### config.mk
export PLATFORM = sky130hd
export DESIGN_NAME = sram_port_arbiter
export DESIGN_NICKNAME = d
export VERILOG_FILES = /design/src/rtl/sram_port_arbiter.sv
export SDC_FILE = /design/constraint.sdc
export NUM_CORES = 1
export LEC_CHECK = 0
export ABC_AREA = 1
export CAP_MARGIN = 20
export CORE_AREA = 2 2 106 108
export DETAILED_ROUTE_END_ITERATION = 10
export DIE_AREA = 0 0 108 110
export GPL_TIMING_DRIVEN = 1
export PLACE_DENSITY = 0.62
export SLEW_MARGIN = 0
export SYNTH_ARGS = -nofsm -noshare
export SYNTH_HDL_FRONTEND = slang
export SYNTH_SLANG_ARGS = --single-unit
### constraint.sdc
create_clock -name clk -period 1.9 [get_ports clk]
set_input_delay 0.38 -clock clk [delete_from_list [all_inputs] [get_ports clk]]
set_output_delay 0.38 -clock clk [all_outputs]
set_load 0.005 [all_outputs]
### src/rtl/sram_port_arbiter.sv
// sram_port_arbiter: shares one single-ported SRAM between IF and EX/MEM.
// Tags reads in flight and steers read data back to their owner.
module sram_port_arbiter #(
   parameter int LAT        = 1,
   parameter int STARVE_MAX = 3
) (
   input  logic        clk,
   input  logic        rst,
   input  logic        if_req,
   input  logic [31:0] if_addr,
   output logic        if_gnt,
   output logic        if_rvalid,
   output logic [31:0] if_rdata,
   input  logic        if_flush,
   input  logic        mem_req,
   input  logic [3:0]  mem_wen,
   input  logic [31:0] mem_addr,
   input  logic [31:0] mem_wdata,
   output logic        mem_gnt,
   output logic        mem_rvalid,
   output logic [31:0] mem_rdata,
   output logic        sram_en,
   output logic [3:0]  sram_wen,
   output logic [31:0] sram_addr,
   output logic [31:0] sram_wdata,
   input  logic [31:0] sram_rdata,
   output logic        stallreq
);

   localparam int CW = $clog2(STARVE_MAX + 1);

   logic [CW-1:0]  starve_cnt;
   logic           force_if;
   logic           rd_issue;
   logic [LAT-1:0] tag_v;
   logic [LAT-1:0] tag_o;
   logic           last_v;
   logic           last_o;

   // grant: MEM wins unless IF has been starved too long; gated off in reset
   always_comb begin
      force_if = if_req & (starve_cnt == CW'(STARVE_MAX));
      mem_gnt  = ~rst & mem_req & ~force_if;
      if_gnt   = ~rst & if_req & ~mem_gnt;
      stallreq = ~rst & ((if_req & ~if_gnt) | (mem_req & ~mem_gnt));
      rd_issue = if_gnt | (mem_gnt & (mem_wen == 4'b0000));
   end

   // SRAM port mux: granted requester drives the array, idle drives zeros
   always_comb begin
      sram_en    = if_gnt | mem_gnt;
      sram_wen   = 4'b0000;
      sram_addr  = 32'h0;
      sram_wdata = 32'h0;
      unique case (1'b1)
         mem_gnt: begin
            sram_wen   = mem_wen;
            sram_addr  = mem_addr;
            sram_wdata = mem_wdata;
         end
         if_gnt: begin
            sram_addr = if_addr;
         end
         default: ;
      endcase
   end

   // IF starvation counter, saturating at STARVE_MAX
   always_ff @(posedge clk or posedge rst) begin
      if (rst) begin
         starve_cnt <= '0;
      end else if (~if_req | if_gnt) begin
         starve_cnt <= '0;
      end else if (starve_cnt != CW'(STARVE_MAX)) begin
         starve_cnt <= starve_cnt + CW'(1);
      end
   end

   // read tag pipe; a flush kills every IF-owned tag, including one entering
   always_ff @(posedge clk or posedge rst) begin
      if (rst) begin
         tag_v <= '0;
         tag_o <= '0;
      end else begin
         tag_v[0] <= rd_issue & ~(if_flush & ~mem_gnt);
         tag_o[0] <= mem_gnt;
         for (int i = 1; i < LAT; i++) begin
            tag_v[i] <= tag_v[i-1] & ~(if_flush & ~tag_o[i-1]);
            tag_o[i] <= tag_o[i-1];
         end
      end
   end

   // return path: the oldest tag selects who sees sram_rdata this cycle
   always_comb begin
      last_v     = tag_v[LAT-1];
      last_o     = tag_o[LAT-1];
      if_rvalid  = ~rst & last_v & ~last_o & ~if_flush;
      mem_rvalid = ~rst & last_v & last_o;
      if_rdata   = if_rvalid  ? sram_rdata : 32'h0;
      mem_rdata  = mem_rvalid ? sram_rdata : 32'h0;
   end

endmodule

==> impl_summary.md, run 1 <==
Floorplanning
275 I/O pins were placed. The number of standard-cell rows in the floorplan is 38. The floorplan step set the die width to 108 um. The initial utilization of the core area, before any placement, comes to 0.130. The area of the core is 10700 um^2. The die outline area is 11900 um^2. The floorplan die height is 110 um.

Clock network
For this design, the sink count on the clock tree is 4. CTS placed an instance of sky130_fd_sc_hd__clkbuf_8 at the clock tree root. The deepest clock path buffer count is 2.

For this design, the CTS-stage hold fixing added 0 buffers. The number of buffers inserted during clock tree synthesis is 3. The CTS tree is done. CTS built an H-tree with a depth of 1. The clock slew seen by the registers of the worst setup and hold paths is 30 ps.

The clock latency on the worst-skew pair is 220 ps.

Detailed routing
The via count of the routed design is 3083. The count of nets left with antenna violations once routing finished came out at 0. The detailed-router iteration count before antenna repair is 4. The number of DRC violations after detailed routing is 0. The via count normalized by instance count is 3.99. For this block, the routed nets add up to 10.7 mm of wire. After detailed routing, the average wire length per cell comes to 13.9 um. The initial detailed-routing violation count is 136.

STA
The final setup violation count is 43. After layout, the worst setup slack is -128 ps. Setup repair after global routing could not meet its margin everywhere. For this run, the top clock speed supported by timing is 0.493 GHz.

The max-slew headroom at the worst pin is 0.862. For the finished layout, the period the worst path requires is 2030 ps. The final max-slew violation count is 0. The final hold slack is 216 ps.

The total negative slack is -3560 ps. Of the available clock period, the critical path in the final layout requires 1.07. The final hold violation count is 0. Clock skew on the completed layout was measured at 4.25 ps.

The actual slew at the worst max-slew pin is 208 ps.

Run
The number of maximum-capacitance constraint violations is 0.

Place
At the end of routability-driven placement, the weighted congestion stood at 0.736. The half-perimeter wire length after detailed placement is 7.67 mm. Prior to clock tree synthesis, the placed netlist has a worst setup slack of -591 ps. The number of buffers added on ports is 274.

Power and ir drop
The static power due to leakage is 2.89 nW. The worst ir drop on vdd is 0.176 mV. Total power for the finished layout comes to 1.11 mW. The power density of the placed cells is 225 nW/um^2.

Logic synthesis
Yosys printed 0 warnings. In the post-synthesis netlist, the biggest area contributors are sky130_fd_sc_hd__nor2_1 (28%), sky130_fd_sc_hd__inv_1 (21%), sky130_fd_sc_hd__nand2_1 (20%), sky130_fd_sc_hd__nand3_1 (12%), sky130_fd_sc_hd__dfrtp_1 (7.2%). Synthesis produced 319 cells. After synthesis the netlist holds a flip-flop and latch count of 4. The post-synth net total is 457. The largest total area in the synthesized netlist belongs to sky130_fd_sc_hd__nor2_1. The share of the Yosys chip area taken by registers is 0.0721. After synthesis, the mean cell area works out to 4.35 um^2.

Of the post-synthesis cell area, the dominant cell type holds 0.281. In this run, distinct cell masters in the synthesized netlist total 15. The cell area that synthesis handed to floorplanning was 1390 um^2.

Cells and area
Registers take 100 um^2. The number of fill cells is 1101. 0 antenna diodes ended up in the layout.

The core utilization of the finished layout is 0.460. The number of nets in the finished design is 772. Of the cells placed in the final design, the portion with a size suffix greater than 1 is 0.350. The total area of multi-input combinational cells is 1170 um^2.

Compared with the post-synthesis result, the final layout area differs by 255%.

Global route
The via count of the first global-routing pass is 3090. Entering global routing, the biggest net connects 19 pins. The number of antenna violations at the first check in global routing is 0. The global router's overall resource usage is 0.164.

The global-route congestion overflow total is 0. The global-route wire length before repair is 15.2 mm.

Setup path
The critical path class is flip-flop to output port. The arrival time of data at the critical path endpoint is 1650 ps. The endpoint class of the critical path is an output port. The critical-path maximum fanout is 8. The worst setup path is launched from a flip-flop.

For the worst setup path, the data required time is 1520 ps.

Hold path
In this run the worst hold path is classified as primary input to asynchronous set/reset pin.

Status
The final reports fail on negative setup slack. The run finished, with violations left.
-- what timing repair did --
item	CTS	global route
pin swaps	29	12
endpoints found under the setup margin	138	89
setup buffers	25	3
cloned	14	1
resized for setup	397	123
-- cells in the final DEF (no fill, tap or decap), types with 21 or more instances in the layout --
cell	count
sky130_fd_sc_hd__nand3_1	21
sky130_fd_sc_hd__nand2_2	21
sky130_fd_sc_hd__inv_1	74
sky130_fd_sc_hd__clkdlybuf4s50_1	132
sky130_fd_sc_hd__nor2_1	82
sky130_fd_sc_hd__clkbuf_2	27
sky130_fd_sc_hd__buf_2	55
sky130_fd_sc_hd__dlygate4sd2_1	43
sky130_fd_sc_hd__nand2_1	43
-- synth_stat cells (all sizes together) --
cell type / instances
nor2: 105
inv: 78
nand2: 73
nand3: 35
buf: 19
dfrtp: 4
a21oi: 1
ha: 1
nand3b: 1
nand4: 1
o21ai: 1
-- registers in the layout, summed over array words and instances, names as in the netlist --
name and cells:
starve_cnt 2, last_v 1, last_o 1
-- per-layer routing --
metal  up-vias  wire length [um]  global-route usage
met5         -                 0                   0
met4         0               114              0.0375
met2       167              5890               0.342
met1      1375              3750               0.163
met3         8               994              0.0341
li1       1533                 -                   -
-- power breakdown --
part	leakage [nW]	internal, mW	total [mW]	switching (mW)
registers	0.0525	0.0922	0.0977	0.00546
clock network	0.0216	0.135	0.178	0.0431
logic	2.82	0.521	0.831	0.310
-- per-stage QoR --
step | instances | instance area (um^2)
3_5_place_dp | 733 | 4400
4_1_cts | 773 | 4960
3_3_place_gp | 733 | 4400
2_1_floorplan | 319 | 1390
6_report | 772 | 4920
5_1_grt | 772 | 4920
-- cell families (layout without fill, tap and decap cells) --
group | count (synthesis) | count (layout) | share of synthesized area
and+or+nand+nor | 215 | 215 | 0.628
buffers and inverters | 97 | 410 | 0.283
DFF | 4 | 4 | 0.0721
AOI/OAI and AO/OA | 2 | 2 | 0.00721
adders and majority gates | 1 | 1 | 0.00902
-- worst max-delay path, stage by stage (launching register included) --
cell and delay (ps):
sky130_fd_sc_hd__dfrtp_1 380, sky130_fd_sc_hd__ha_2 210, sky130_fd_sc_hd__nand2_4 70, sky130_fd_sc_hd__nand3_4 100
sky130_fd_sc_hd__buf_4 150, sky130_fd_sc_hd__buf_6 110, sky130_fd_sc_hd__buf_6 130, sky130_fd_sc_hd__nand3_1 80
sky130_fd_sc_hd__nand2_2 70, sky130_fd_sc_hd__buf_2 120
-- layout make-up --
cell class                 count  area share
tap                          140      0.0356
multi-input combinational    218       0.238
sequential                     4      0.0203
inverter                      78      0.0610
timing repair buffer         329       0.637
clock buffer                   3     0.00839
-- path summary, 6_finish.rpt --
check	startpoint	endpoint	slack, ps	depth (start not counted)
max in group asynchronous	rst	starve_cnt[0]	1570	3
setup / recovery	starve_cnt[0]	sram_addr[5]	-130	9
hold reg to reg	starve_cnt[0]	starve_cnt[0]	610	3
min in group clk	rst	starve_cnt[0]	600	4
hold / removal	rst	last_v	220	3
setup reg to reg	starve_cnt[1]	last_o	280	10
Power figures use the tool's default switching activity.
==> inputs of run 2 (changes only) <==
Settings changed: CTS_CLUSTER_DIAMETER set to 40, SKIP_LAST_GASP set to 1.
==> impl_summary.md, run 2 (synthesis gave the netlist of run 1 again) <==
Status
The flow ran to the end, but the final reports show violations. The final reports fail on negative setup slack.

Detailed routing
The detailed router finished its first iteration with 139 violations. For this run, the detailed router's first-pass iteration total came to 4. The via count of the routed design is 3099. The mean routed wirelength per cell is 13.7 um. The via count normalized by instance count is 4.02. The routed design has 10.6 mm of wire. The number of DRC violations after detailed routing is 0. In this run the remaining antenna-violating nets after routing total 0.

STA
The worst path in the final design needs a cycle of 2010 ps, including I/O delays and setup. Setup violations remaining at the end of the flow were counted as 57. The final hold violation count was 0. Setup repair after global routing could not meet its margin everywhere. The final hold slack is 216 ps.

The clock arrives with 4.29 ps of skew. The maximum frequency from static timing analysis is 0.499 GHz. The period utilization is 1.06. After layout, the worst setup slack is -106 ps. For the pin with the worst max-slew slack, the measured transition is 207 ps. The worst pin sits at a relative slew slack of 0.862. The final max-slew violation count is 0.

Cells and area
Compared with the post-synthesis result, the final layout area differs by 255%. In the final layout, the share of cells above drive strength 1 is 0.312. The filler cells instantiated in the layout total 1095. The flip-flop count of the largest register after layout is 2. The final layout contains 771 nets. The final design instance area without fill is 4930 um^2. The number of antenna diodes in the final layout is 0. The top register by number of flip-flops is starve_cnt.

The library cell used most frequently in the layout, excluding fill and tap cells, is sky130_fd_sc_hd__clkdlybuf4s50_1. For this run, the share of the core covered by cells in the final layout is 0.461. In the layout the commonest cells are sky130_fd_sc_hd__clkdlybuf4s50_1 (132), sky130_fd_sc_hd__nor2_1 (94), sky130_fd_sc_hd__inv_1 (74).

Setup path
Measured in cells, the most critical reg-to-reg path has a length of 10. The arrival time of data at the critical path endpoint is 1630 ps. The critical path launch point type is a flip-flop. Of all nets on the critical path, the largest fanout is 8. The endpoint class of the critical path is an output port. Data on the critical path is required at its endpoint by 1520 ps.

Setup slack on the worst reg-to-reg path comes out at 290 ps. The worst register-to-register path begins at starve_cnt[1]. In this run the critical register-to-register path is captured at last_o. The critical path class is flip-flop to output port.

Floorplanning
The floorplan die height is 110 um. 275 I/O pins were placed. The area of the core is 10700 um^2. The die covers 11900 um^2.

The width of the die is 108 um. The number of standard-cell rows in the floorplan is 38. The initial utilization of the core area, before any placement, comes to 0.130.

Clock network
The clock latency on the worst-skew pair is 220 ps. TritonCTS built the clock tree. In this run the number of H-tree levels came out at 1. The number of clock buffers added by TritonCTS is 3.

The count of clock tree sinks is 4. After clock tree synthesis, the clock-pin slew on the worst setup and hold paths is 30 ps. The clock tree root driver cell is sky130_fd_sc_hd__clkbuf_8. The deepest clock path buffer count is 2.

The cts-stage hold buffer count is 0.

Power and ir drop
The analysis attributes to cell leakage a power of 2.97 nW. The power after layout is 1.10 mW. In this run the power density over the cells is 223 nW/um^2. The worst-case IR drop observed on VDD is 0.174 mV.

Run
The tool flagged a number of max-cap violations equal to 0.

Place
The number of buffers added on ports is 274. The instance area after placement is 4400 um^2. OpenSTA, run right after detailed placement, puts the worst setup slack at -591 ps. The final weighted congestion in routability-driven placement is 0.736. The half-perimeter wire length after detailed placement is 7.67 mm.

Hold path
The min-delay analysis places its worst path in the category primary input to asynchronous set/reset pin.

Global route
The via count of the first global-routing pass was 3088. The global-route congestion overflow total is 0. The first global-routing pass estimated 15.1 mm of wire. The number of antenna violations at the first check in global routing came to 0.

For this run, the total global-route usage over all layers was measured as 0.163. The largest net degree at the start of global routing is 19.
[run 2: cell types whose count changed in the layout (fill, tap and decap cells not counted), moves of 3 or more]
cell	change
sky130_fd_sc_hd__nand2_4	+3
sky130_fd_sc_hd__nor2_2	-11
sky130_fd_sc_hd__dlygate4sd2_1	+19
sky130_fd_sc_hd__nor2_1	+12
sky130_fd_sc_hd__buf_2	-8
sky130_fd_sc_hd__clkbuf_2	-5
sky130_fd_sc_hd__clkdlybuf4s15_1	-6
[run 2: cell type report]
class / instances / area [um^2] / area share
sequential: 4 / 100 / 0.0203
clock buffer: 3 / 41.3 / 0.00837
tap: 140 / 175 / 0.0355
inverter: 78 / 300 / 0.0609
multi-input combinational: 218 / 1160 / 0.235
timing repair buffer: 328 / 3160 / 0.640
[run 2: how the worst max path moves through the flow]
stage                   from        endpoint  slack [ps]
3_3_place_gp             rst   sram_addr[30]        -580
6_report       starve_cnt[0]    sram_addr[3]        -110
5_1_grt        starve_cnt[0]  sram_wdata[24]        -170
3_5_place_dp             rst   sram_addr[13]        -590
2_1_floorplan  starve_cnt[0]    sram_addr[0]         320
4_1_cts        starve_cnt[1]   sram_addr[30]        -210
[run 2: per-stage QoR]
| step | setup TNS, ps | std cells |
|---|---|---|
| global placement | -62040 | 733 |
| floorplan | 0 | 319 |
| CTS | -8990 | 773 |
| global route | -9120 | 771 |
| finish | -4430 | 771 |
| detailed placement | -63180 | 733 |
[run 2: worst max-delay path, cell delays in order (launching register included)]
cell and delay (ps):
sky130_fd_sc_hd__dfrtp_1 380, sky130_fd_sc_hd__ha_2 210, sky130_fd_sc_hd__nand2_4 70, sky130_fd_sc_hd__nand3_4 90, sky130_fd_sc_hd__buf_4 150, sky130_fd_sc_hd__buf_6 110, sky130_fd_sc_hd__buf_6 130, sky130_fd_sc_hd__nand3_1 80
sky130_fd_sc_hd__nand2_2 70, sky130_fd_sc_hd__buf_2 120
[run 2: routing by layer]
metal,vias up,part of all wire,track usage
li1,1532,-,-
met1,1389,0.35,0.163
met2,168,0.55,0.341
met3,10,0.093,0.0341
met4,0,0.012,0.0375
met5,-,0,0
[run 2: power by group]
part	internal [mW]	switching [mW]	leakage, nW
registers	0.0922	0.00545	0.0525
clock network	0.135	0.0431	0.0216
logic	0.520	0.304	2.90
total	0.747	0.352	2.97
[run 2: repair_timing]
| action | 4_1_cts | 5_1_grt |
|---|---|---|
| pin swaps | 29 | 13 |
| resized for setup | 389 | 82 |
| endpoints found under the setup margin | 138 | 89 |
| cloned | 14 | 0 |
| setup buffers | 25 | 3 |
